File: src/rtl/alu_issue_ctrl.sv
// alu_issue_ctrl: registered ALU control decoder acting as a valid/ready stage
// between decode and execute. It turns ALUOp/funct3/funct7 into a 5-bit ALU op,
// carries a destination tag and flags illegal encodings.
// Optional feature macro: ALU_ISSUE_MEXT_EN. When it is defined, M-extension ops
// are decoded and held for MUL_LAT/DIV_LAT cycles, and upstream is stalled while
// one is in flight. Without it, funct7=0000001 R-type is treated as illegal and
// the multi-cycle machinery (MC state, counter, busy) does not exist.
module alu_issue_ctrl #(
  parameter int TAGW    = 5,
  parameter int MUL_LAT = 3,
  parameter int DIV_LAT = 32
) (
  input  logic            clk,
  input  logic            rst,
  input  logic            in_valid,
  output logic            in_ready,
  input  logic [1:0]      alu_src,
  input  logic [2:0]      funct3,
  input  logic [6:0]      funct7,
  input  logic [TAGW-1:0] in_tag,
  output logic            out_valid,
  input  logic            out_ready,
  output logic [4:0]      alu_op,
  output logic [TAGW-1:0] out_tag,
  output logic            out_mc,
  output logic            illegal,
  output logic            busy
);

  localparam logic [4:0] OpAnd  = 5'b00000;
  localparam logic [4:0] OpOr   = 5'b00001;
  localparam logic [4:0] OpAdd  = 5'b00010;
  localparam logic [4:0] OpXor  = 5'b00011;
  localparam logic [4:0] OpSll  = 5'b00100;
  localparam logic [4:0] OpSrl  = 5'b00101;
  localparam logic [4:0] OpSub  = 5'b00110;
  localparam logic [4:0] OpSra  = 5'b00111;
  localparam logic [4:0] OpSlt  = 5'b01000;
  localparam logic [4:0] OpSltu = 5'b01001;

  localparam logic [6:0] F7Base = 7'b0000000;
  localparam logic [6:0] F7Alt  = 7'b0100000;
`ifdef ALU_ISSUE_MEXT_EN
  localparam logic [6:0] F7Mext = 7'b0000001;
  localparam int MaxLat = (MUL_LAT > DIV_LAT) ? MUL_LAT : DIV_LAT;
  localparam int CntW   = $clog2(MaxLat + 1);
`endif

  // Latencies below one cycle cannot be represented by the countdown.
  if (MUL_LAT < 1 || DIV_LAT < 1) begin : g_latCheck
    $error("alu_issue_ctrl: MUL_LAT and DIV_LAT must be at least 1");
  end

  typedef enum logic [1:0] {
    S_IDLE = 2'd0,
    S_FULL = 2'd1
`ifdef ALU_ISSUE_MEXT_EN
    , S_MC = 2'd2
`endif
  } stateT;

  stateT            r_state, w_stateNext;
  logic [4:0]       r_aluOp, w_aluOpNext;
  logic [TAGW-1:0]  r_tag, w_tagNext;
  logic             r_illegal, w_illegalNext;
  logic [4:0]       w_baseOp;
  logic [4:0]       w_decOp;
  logic             w_decIll;
  logic             w_accept;
`ifdef ALU_ISSUE_MEXT_EN
  logic             r_mc, w_mcNext;
  logic [CntW-1:0]  r_cnt, w_cntNext;
  logic             w_decM;
  logic [CntW-1:0]  w_latM1;
`endif

  // Handshake: a held result frees the stage only when it leaves this cycle.
  assign in_ready  = (r_state == S_IDLE) || ((r_state == S_FULL) && out_ready);
  assign out_valid = (r_state == S_FULL);
  assign w_accept  = in_valid && in_ready;

  assign alu_op  = r_aluOp;
  assign out_tag = r_tag;
  assign illegal = r_illegal;
`ifdef ALU_ISSUE_MEXT_EN
  assign out_mc  = r_mc;
  assign busy    = (r_state == S_MC);
  assign w_latM1 = funct3[2] ? CntW'(DIV_LAT - 1) : CntW'(MUL_LAT - 1);
`else
  assign out_mc  = 1'b0;
  assign busy    = 1'b0;
`endif

  // Plain funct3 mapping shared by R-type and I-type arithmetic.
  always_comb begin
    w_baseOp = OpAnd;
    case (funct3)
      3'b000:  w_baseOp = OpAdd;
      3'b001:  w_baseOp = OpSll;
      3'b010:  w_baseOp = OpSlt;
      3'b011:  w_baseOp = OpSltu;
      3'b100:  w_baseOp = OpXor;
      3'b101:  w_baseOp = OpSrl;
      3'b110:  w_baseOp = OpOr;
      default: w_baseOp = OpAnd;
    endcase
  end

  // Full decode of the incoming instruction fields; illegal forms become ADD.
  always_comb begin
    w_decOp  = OpAdd;
    w_decIll = 1'b0;
`ifdef ALU_ISSUE_MEXT_EN
    w_decM   = 1'b0;
`endif
    case (alu_src)
      2'b00: w_decOp = OpAdd;
      2'b01: w_decOp = OpSub;
      2'b10: begin
        case (funct7)
          F7Base: w_decOp = w_baseOp;
          F7Alt: begin
            if (funct3 == 3'b000)      w_decOp = OpSub;
            else if (funct3 == 3'b101) w_decOp = OpSra;
            else                       w_decIll = 1'b1;
          end
`ifdef ALU_ISSUE_MEXT_EN
          F7Mext: begin
            w_decOp = {2'b10, funct3};
            w_decM  = 1'b1;
          end
`endif
          default: w_decIll = 1'b1;
        endcase
      end
      default: begin
        w_decOp = w_baseOp;
        if (funct3 == 3'b001 && funct7 != F7Base) begin
          w_decIll = 1'b1;
        end else if (funct3 == 3'b101) begin
          if (funct7 == F7Alt)        w_decOp = OpSra;
          else if (funct7 != F7Base)  w_decIll = 1'b1;
        end
      end
    endcase
    if (w_decIll) begin
      w_decOp = OpAdd;
    end
  end

  // Next-state and captured output fields for the IDLE/MC/FULL machine.
  always_comb begin
    w_stateNext   = r_state;
    w_aluOpNext   = r_aluOp;
    w_tagNext     = r_tag;
    w_illegalNext = r_illegal;
`ifdef ALU_ISSUE_MEXT_EN
    w_mcNext      = r_mc;
    w_cntNext     = r_cnt;
`endif
    if (w_accept) begin
      w_aluOpNext   = w_decOp;
      w_tagNext     = in_tag;
      w_illegalNext = w_decIll;
      w_stateNext   = S_FULL;
`ifdef ALU_ISSUE_MEXT_EN
      w_mcNext      = w_decM;
      w_cntNext     = '0;
      if (w_decM && (w_latM1 != '0)) begin
        w_stateNext = S_MC;
        w_cntNext   = w_latM1;
      end
`endif
    end else if ((r_state == S_FULL) && out_ready) begin
      w_stateNext = S_IDLE;
    end
`ifdef ALU_ISSUE_MEXT_EN
    else if (r_state == S_MC) begin
      if (r_cnt == CntW'(1)) begin
        w_stateNext = S_FULL;
        w_cntNext   = '0;
      end else begin
        w_cntNext = r_cnt - CntW'(1);
      end
    end
`endif
  end

  // State register; reset drops any in-flight or presented op.
  always_ff @(posedge clk) begin
    if (rst) begin
      r_state   <= S_IDLE;
      r_aluOp   <= '0;
      r_tag     <= '0;
      r_illegal <= 1'b0;
`ifdef ALU_ISSUE_MEXT_EN
      r_mc      <= 1'b0;
      r_cnt     <= '0;
`endif
    end else begin
      r_state   <= w_stateNext;
      r_aluOp   <= w_aluOpNext;
      r_tag     <= w_tagNext;
      r_illegal <= w_illegalNext;
`ifdef ALU_ISSUE_MEXT_EN
      r_mc      <= w_mcNext;
      r_cnt     <= w_cntNext;
`endif
    end
  end

endmodule

File: config.mk
export PLATFORM = sky130hd
export DESIGN_NAME = alu_issue_ctrl
export DESIGN_NICKNAME = d
export VERILOG_FILES = /design/src/rtl/alu_issue_ctrl.sv
export SDC_FILE = /design/constraint.sdc
export NUM_CORES = 1
export LEC_CHECK = 0
export CORE_AREA = 8 8 45 47
export CTS_BUF_LIST = sky130_fd_sc_hd__clkbuf_4
export DETAILED_ROUTE_END_ITERATION = 10
export DIE_AREA = 0 0 53 55
export DONT_BUFFER_PORTS = 1
export GPL_TIMING_DRIVEN = 1
export MAX_ROUTING_LAYER = met4
export SYNTH_ARGS = -nofsm -noshare
export SYNTH_HDL_FRONTEND = slang
export SYNTH_SLANG_ARGS = --single-unit
File: constraint.sdc
create_clock -name clk -period 2.05 [get_ports clk]
set_input_delay 0.41 -clock clk [delete_from_list [all_inputs] [get_ports clk]]
set_output_delay 0.41 -clock clk [all_outputs]
set_load 0.1 [all_outputs]
== Word level (Yosys, flattened, before mapping) ==
Cells that the tools add are included.
Cells by class
  equal/unequal tests: 9
  multiplexer cells: 19
  reduce and logical (&&, ||, !) cells: 11
Operators with widths (number)
  one-hot mux 4 bit (7 select lines): 1
  two-way mux 5 bit: 4
  one-hot mux 5 bit (3 select lines): 1
  one-hot mux 5 bit (2 select lines): 1
  equality test 3 bit (second input constant): 3
  two-way mux 1 bit: 8
  equality test 7 x 6 -> 1 bit (second input constant): 1
  zero test 7 bit: 1
  nonzero test 7 bit: 1
  equality test 3 x 2 -> 1 bit (second input constant): 2
  two-way mux 3 bit: 2
  zero test 2 bit: 2
  one-hot mux 1 bit (2 select lines): 2
  equality test 3 x 1 -> 1 bit (second input constant): 1
  logical AND 1 bit: 3
  zero test 3 bit: 1
  equality test 2 x 1 -> 1 bit (second input constant): 1
  equality test 2 bit (second input constant): 1
  nonzero test 2 bit: 1
  OR reduction 2 bit: 1
  logical OR 1 bit: 1
Storage, ports and cells
  flip-flop bits (word level): 12
  word-level logic and storage cells: 43

== Longest topological paths before layout ==
Gate-level depths: netlist of the first run.
  word-level depth: 7
  depth in mapped cells: 6
  gate-level depth less buffers: 5

== Least setup slack after synthesis of the first run ==
No wires, ideal clock.
  kind: register to register
  from: register r_state[0]
  to: register r_aluOp[3] (netlist: alu_op[3])
  data arrival time: 2.389 ns
  setup slack: -0.409 ns
  stages on the path, launching flop included: 6
  path buffers: 0
  path through: dfxtp_1 > or2b_1 > nand2_2 > a311oi_4 > o2111ai_1 > a21oi_1
On the way
  cells in the longest elaborated chain, start to end: 3
Ends and longest elaborated chain
  from (decl): line 62  | stateT r_state, w_stateNext;
  from (signal assigned): line 201  | r_state <= w_stateNext;
  zero test 2 bit or logical AND 1 bit (tied branches): line 78  | assign in_ready = (r_state == S_IDLE) || ((r_state == S_FULL) && out_ready);
  logical OR 1 bit *: line 78
  named net in_ready: line 16  | output logic in_ready,
  logical AND 1 bit *: line 80  | assign w_accept = in_valid && in_ready;
  to (signal assigned): line 202  | r_aluOp <= w_aluOpNext;
  to (decl): line 63  | logic [4:0] r_aluOp, w_aluOpNext;
Mark *: on every way through the listed nets, which the timed path passes. The rest lies on a longest branch.
A chain may end at the register's enable or synchronous reset.

== Worst setup path in the final report of the first run ==
  from: register r_state[0]
  to: output in_ready
On the way
  cells in the longest elaborated chain, start to end: 2
Ends and longest elaborated chain (line)
  zero test 2 bit or logical AND 1 bit (tied branches): 78
  logical OR 1 bit *: 78
  to (decl): 16
Every way passes the cells marked *; elsewhere a longest branch is shown, timed or not.

==> results of run 1 <==
worst max-delay path by stage:
stage	slack [ns]	end	from
floorplan	0.15	alu_op[1]$_SDFFE_PP0P_	r_state[0]$_SDFFE_PP0P_
global placement	0.45	alu_op[3]$_SDFFE_PP0P_	funct7[3]
detailed placement	0.38	alu_op[3]$_SDFFE_PP0P_	funct7[3]
CTS	0.49	in_ready	r_state[0]$_SDFFE_PP0P_
global route	0.44	in_ready	r_state[0]$_SDFFE_PP0P_
finish	0.50	in_ready	r_state[0]$_SDFFE_PP0P_
Yosys cell counts, types with 2 or more instances:
library cell / instances / share of area [%]
o2111ai_1: 2 / 2.7
a21boi_0: 2 / 2.3
and3b_1: 2 / 2.7
nand2b_1: 2 / 1.9
dfxtp_1: 11 / 33
nor2_1: 7 / 4.0
nand2_1: 14 / 8.0
buf_4: 3 / 3.4
a21oi_1: 9 / 6.8
o21ai_1: 2 / 1.5
buf_2: 3 / 2.3
critical path, stage by stage, from the launching register on:
cell     delay (ns)
dfxtp_2        0.32
or2b_2         0.31
buf_4          0.25
power groups by stage:
stage,sequential (mW),combinational [mW],clock [mW]
5_1_grt,0.231,0.195,0.171
6_report,0.230,0.187,0.152
3_3_place_gp,0.234,0.187,0
3_5_place_dp,0.235,0.188,0
4_1_cts,0.230,0.188,0.159
2_1_floorplan,0.319,0.0877,0
layout make-up:
cell class              instances  area (sq um)
well taps                      16          20.0
repair buffers                 12          90.1
clock buffers                   4          30.0
flip-flops and latches         11           221
inverters                       1          3.75
fillers                       140           614
multi-input cells              63           404
flip-flops by register name, indices dropped and copies added, names as in the netlist:
register and cells:
illegal 1, r_state 1, out_tag 5, alu_op 4
metal layers:
metal	vias up	wire [microns]	global-route usage [%]
li1	300	-	-
met1	246	546	10.9
met2	28	687	17.2
met3	5	213	4.81
met4	0	58	11.6
met5	-	0	-
logic make-up after synthesis:
logic type,count (synthesis)
AO/OA/AOI/OAI,22
buffers and inverters,8
other,1
AND/OR/NAND/NOR,36
flip-flops,11
XOR/XNOR,1
multiplexers,1
==> results.md, run 1 <==
* Synthesized-area fraction occupied by xor and xnor cells at 1.33%
* Clock share of power at 26.8%
* Critical path launch point type: register
* Worst hold path class: in -> reg
* Final wirelength at 1510 microns
* Synth Flop Type: dfxtp_1
* Launch instance of the worst min-delay path: rst
* Leakage power of the design at 0.303 nW
* Relative contribution of combinational cells to total power at 32.8%
* Least setup slack across all paths after layout at 0.504 ns
* Input/output buffers at 0
* Global-route wire length before repair at 2400 microns
* R2r worst-path depth at 5
* Number of antenna violations at the first check in global routing at 0
* Core occupancy in the finished layout at 55.6%
* Floorplan row count at 14
* Leading cell types in the layout, fill and taps excluded: nand2_1 (14), buf_4 (12), dfxtp_1 (10), a21oi_1 (9), nor2_1 (7)
* Category of the most critical setup path: reg -> out
* Net switching power at 215 uW
* Post-route minimum period at 1.55 ns
* Buffer count from post-CTS setup fixing at 0
* Origin of the critical flop-to-flop path: r_state[0]$_SDFFE_PP0P_
* Starting utilization of the core area at 47.7%
* Most common cell after layout, fill and taps aside: nand2_1
* Part of the total power dissipated in sequential elements at 40.4%
* Placer's final routability congestion estimate at 0.734
* CTS Hold Bufs at 0
* Detail-routed via count per cell at 5.41
* Pin count of the biggest net entering global routing at 12
* Seq cells post-synth at 11
* Area growth from synthesis to layout at 16.5%
* First-iteration detailed-routing DRC count at 13
* Result of the run: finished, final reports clean
* Inserted Clock Buffers at 3
* Post-synthesis instance area at 661 sq um
* Kind of end point of the critical path: primary output
* Cell depth of the worst hold path at 1
* Diodes inserted at 0
* Overflow left after global routing at 0
* Worst slack, placed at 0.375 ns
* Synth Area in Simple Gates at 30.9%
* Highest attainable clock frequency at 647 MHz
* Count of TritonRoute iterations in the first routing pass at 2
* Cell internal pwr at 354 uW
* Required arrival time at the worst endpoint at 1.64 ns
* Async set or reset register ratio after synthesis at 0%
* Max Clock Skew at 0.00606 ns
* Count of mapped cells out of synthesis at 80
* Adder-Cell Fraction of Synth Area at 0%
* Post-route ant nets at 0
* Core region area at 0.00138 sq mm
* Count of placed standard cells in the final layout, fillers left out at 107
* Worst-case clock buffer depth at 2
* CTS H-tree lvls at 1
* Average wire per standard cell at 14.1 microns
* Cell chosen for the clock root: clkbuf_4
* Fraction of final layout cells sized beyond drive strength 1 at 25.3%
* Critical path arrival at 1.14 ns
* Via count of the routed design at 579
* Via count of the first global-routing pass at 588
* TritonCTS clock tree: built
* I/O Pins at 36
* Main combinational cell family by area after synthesis: simple AND/OR/NAND/NOR gates
* Number of max-cap violations at 0
* Worst r2r dst: alu_op[3]$_SDFFE_PP0P_
* Residual DRC at 0
* Netlist cell types at 34
* Gates resized, CTS repair at 0
* Fin Hold WS at 0.207 ns
* Sequential-to-total area share from yosys stat at 33.3%
* Top fanout value on the critical path at 3
* Worst Hold Path EP: r_state[0]$_SDFFE_PP0P_
* Total setup violations reported at the end of the flow at 0
* Number of warnings printed during yosys synthesis at 0
* Post-placement cell area at 739 sq um
* Number of sinks handled by clock tree synthesis at 11
* Fraction of synthesized area in multiplexers at 1.52%
* Clock latency reported for the late side of the worst-skew pair at 0.26 ns
* Max VDD drop at 265 uV
* Die H at 55 microns
* Synthesized area divided by synthesized cell count at 8.26 sq um
* Final standard cell area without fillers at 769 sq um
* PnR Total Power at 569 uW
* Count of final hold-check violations at 0
* Overall Global Routing Usage at 11.5%
* Flop2flop setup slack at 0.74 ns
* Unrepaired setup endpoints after global routing: no
* Die area at 0.00292 sq mm
* Placed cell count at 103
* Complex-gate fraction of the synthesized area at 25.6%
* Post-Route Setup TNS at 0 ns
* Post-synth EDFFs at 0
* Overall die width at 53 microns
* Switching portion of total power at 37.8%
* Final number of max-transition violations at 0
* Share of the clock period used by the worst path after layout at 75.4%
* Half-perimeter wire length after detailed placement at 1220 microns
* # nets final at 113
* Register clock-pin slew on the reported worst setup and hold paths at 0.06 ns
* Power Dens Cells at 739 mW/mm^2
Power figures use the tool's default switching activity.
==> run 2, diff against run 1 <==
- PLACE_DENSITY: not set -> 0.67
- clock period: 2.05 -> 1.3 ns (I/O delays scaled with it)
==> run 2 against run 1 <==
Net effect:
- the flow now finishes with violations (negative setup slack)
- routed wire length grew 3.1%
- register-to-register slack worse by 0.70 ns
- clock-buffer cell count is the same
- via count increased by 2.9%
- die area unchanged
- sequential power is 57% higher
- hold slack got worse by 0.16 ns
- worst setup slack worse by 0.53 ns
- critical path type unchanged
==> results.md, run 2 (synthesized netlist as in run 1, its figures left out) <==
* Residual DRC at 0
* Met3 demand-to-capacity share in global routing at 5.88%
* Input/output buffers at 0
* # nets final at 118
* Clock latency reported for the late side of the worst-skew pair at 0.26 ns
* Met2 routing resource usage after global routing at 16.2%
* PnR Total Power at 924 uW
* Post-route ant nets at 0
* Starting utilization of the core area at 47.7%
* Most congested layer reported by global routing: met2
* GR met1 Demand/Resource at 10.9%
* Top fanout value on the critical path at 4
* Fraction of final layout cells sized beyond drive strength 1 at 30.2%
* Cell chosen for the clock root: clkbuf_4
* Register clock-pin slew on the reported worst setup and hold paths at 0.07 ns
* Area growth from synthesis to layout at 25.8%
* Required arrival time at the worst endpoint at 1.04 ns
* Share of the clock period used by the worst path after layout at 102%
* Buffer count from post-CTS setup fixing at 0
* CP delay by family, top: flip-flops
* Final number of max-transition violations at 0
* Count of buffering cells on the critical path with inverters included at 1
* Critical path arrival at 1.06 ns
* TritonCTS clock tree: built
* Series of cell instances along the critical path: or2b_4 -> buf_12
* Via count of the first global-routing pass at 574
* Core region area at 0.00138 sq mm
* Detail-routed via count per cell at 5.32
* Diodes inserted at 0
* Kind of end point of the critical path: primary output
* Pin count of the biggest net entering global routing at 12
* Placer's final routability congestion estimate at 0.742
* Highest attainable clock frequency at 755 MHz
* Failing checks: negative setup slack
* Flip-flop count of the largest register after layout at 5
* Post-placement cell area at 787 sq um
* Inserted Clock Buffers at 3
* Number of sinks handled by clock tree synthesis at 11
* Power Dens Cells at 1110 mW/mm^2
* Worst slack, placed at -0.120 ns
* Final standard cell area without fillers at 831 sq um
* Result of the run: complete, but fails checks
* Least setup slack across all paths after layout at -0.0244 ns
* Unrepaired setup endpoints after global routing: yes
* Category of the most critical setup path: reg -> out
* Total setup violations reported at the end of the flow at 1
* Critical path launch point type: register
* Count of placed standard cells in the final layout, fillers left out at 112
* Placed cell count at 108
* Overall die width at 53 microns
* Worst-case clock buffer depth at 2
* CTS H-tree lvls at 1
* Number of max-cap violations at 0
* Global-route wire length before repair at 2300 microns
* Die H at 55 microns
* Count of cell instances traversed by the critical path at 2
* First-iteration detailed-routing DRC count at 8
* Number of antenna violations at the first check in global routing at 0
* Die area at 0.00292 sq mm
* Worst hold path class: in -> reg
* Count of final hold-check violations at 0
* Cell with the largest stage delay on the worst path: dfxtp_4
* R2r worst-path depth at 5
* Max Clock Skew at 0.00587 ns
* Count of TritonRoute iterations in the first routing pass at 4
* Max VDD drop at 542 uV
* Final wirelength at 1550 microns
* Critical path's largest stage delay at 0.34 ns
* Leakage power of the design at 0.338 nW
* Via count of the routed design at 596
* Overflow left after global routing at 0
* Half-perimeter wire length after detailed placement at 1260 microns
* Average wire per standard cell at 13.8 microns
* Most common cell after layout, fill and taps aside: buf_4
* Overall Global Routing Usage at 10.4%
* Leading cell types in the layout, fill and taps excluded: buf_4 (16), nand2_1 (14), dfxtp_1 (10), a21oi_1 (9), nor2_1 (7)
* Post-route minimum period at 1.32 ns
* I/O Pins at 36
* Cell depth of the worst hold path at 1
* Floorplan row count at 14
run 2: per-stage QoR:
step	hold WS, ns	setup TNS, ns	utilization, %
CTS	0.0417	-0.0381	59.9
finish	0.0510	-0.0244	60.0
floorplan	0.338	-2.35	-
global route	0.0368	-0.114	60.0
global placement	0.323	-0.294	56.9
detailed placement	0.325	-0.405	56.9
run 2: what timing repair did:
action                     in CTS  in global routing
gates resized for setup         3                  1
gates cloned                    0                  0
setup endpoints to repair       1                  4
pin swaps                       0                  1
hold buffers                    0                  0
run 2: cell type report:
class	count	area, sq um
Clock buffer	4	30.0
Fill cell	135	553
Inverter	1	3.75
Multi-Input combinational cell	63	413
Sequential cell	11	224
Tap cell	16	20.0
Timing Repair Buffer	17	140
run 2: worst paths after layout:
path | startpoint | endpoint | slack [ns]
worst max-delay path | r_state[0]$_SDFFE_PP0P_ | in_ready | -0.02
worst max register to register | r_state[0]$_SDFFE_PP0P_ | alu_op[3]$_SDFFE_PP0P_ | 0.04
worst min-delay path | rst | out_tag[1]$_SDFFE_PP0P_ | 0.05
worst min register to register | out_tag[3]$_SDFFE_PP0P_ | out_tag[3]$_SDFFE_PP0P_ | 0.45
run 2: per-layer routing:
| layer | wire, microns | vias to the layer above |
|---|---|---|
| met4 | 0 | 0 |
| met3 | 224 | 0 |
| met2 | 681 | 31 |
| met5 | 0 | - |
| li1 | - | 309 |
| met1 | 646 | 256 |
run 2: report_power, final:
part           internal [mW]  leakage [nW]  switching, mW
clock network          0.139        0.0184          0.111
logic                 0.0777         0.228          0.234
registers              0.354        0.0910        0.00692
total                  0.572         0.338          0.352
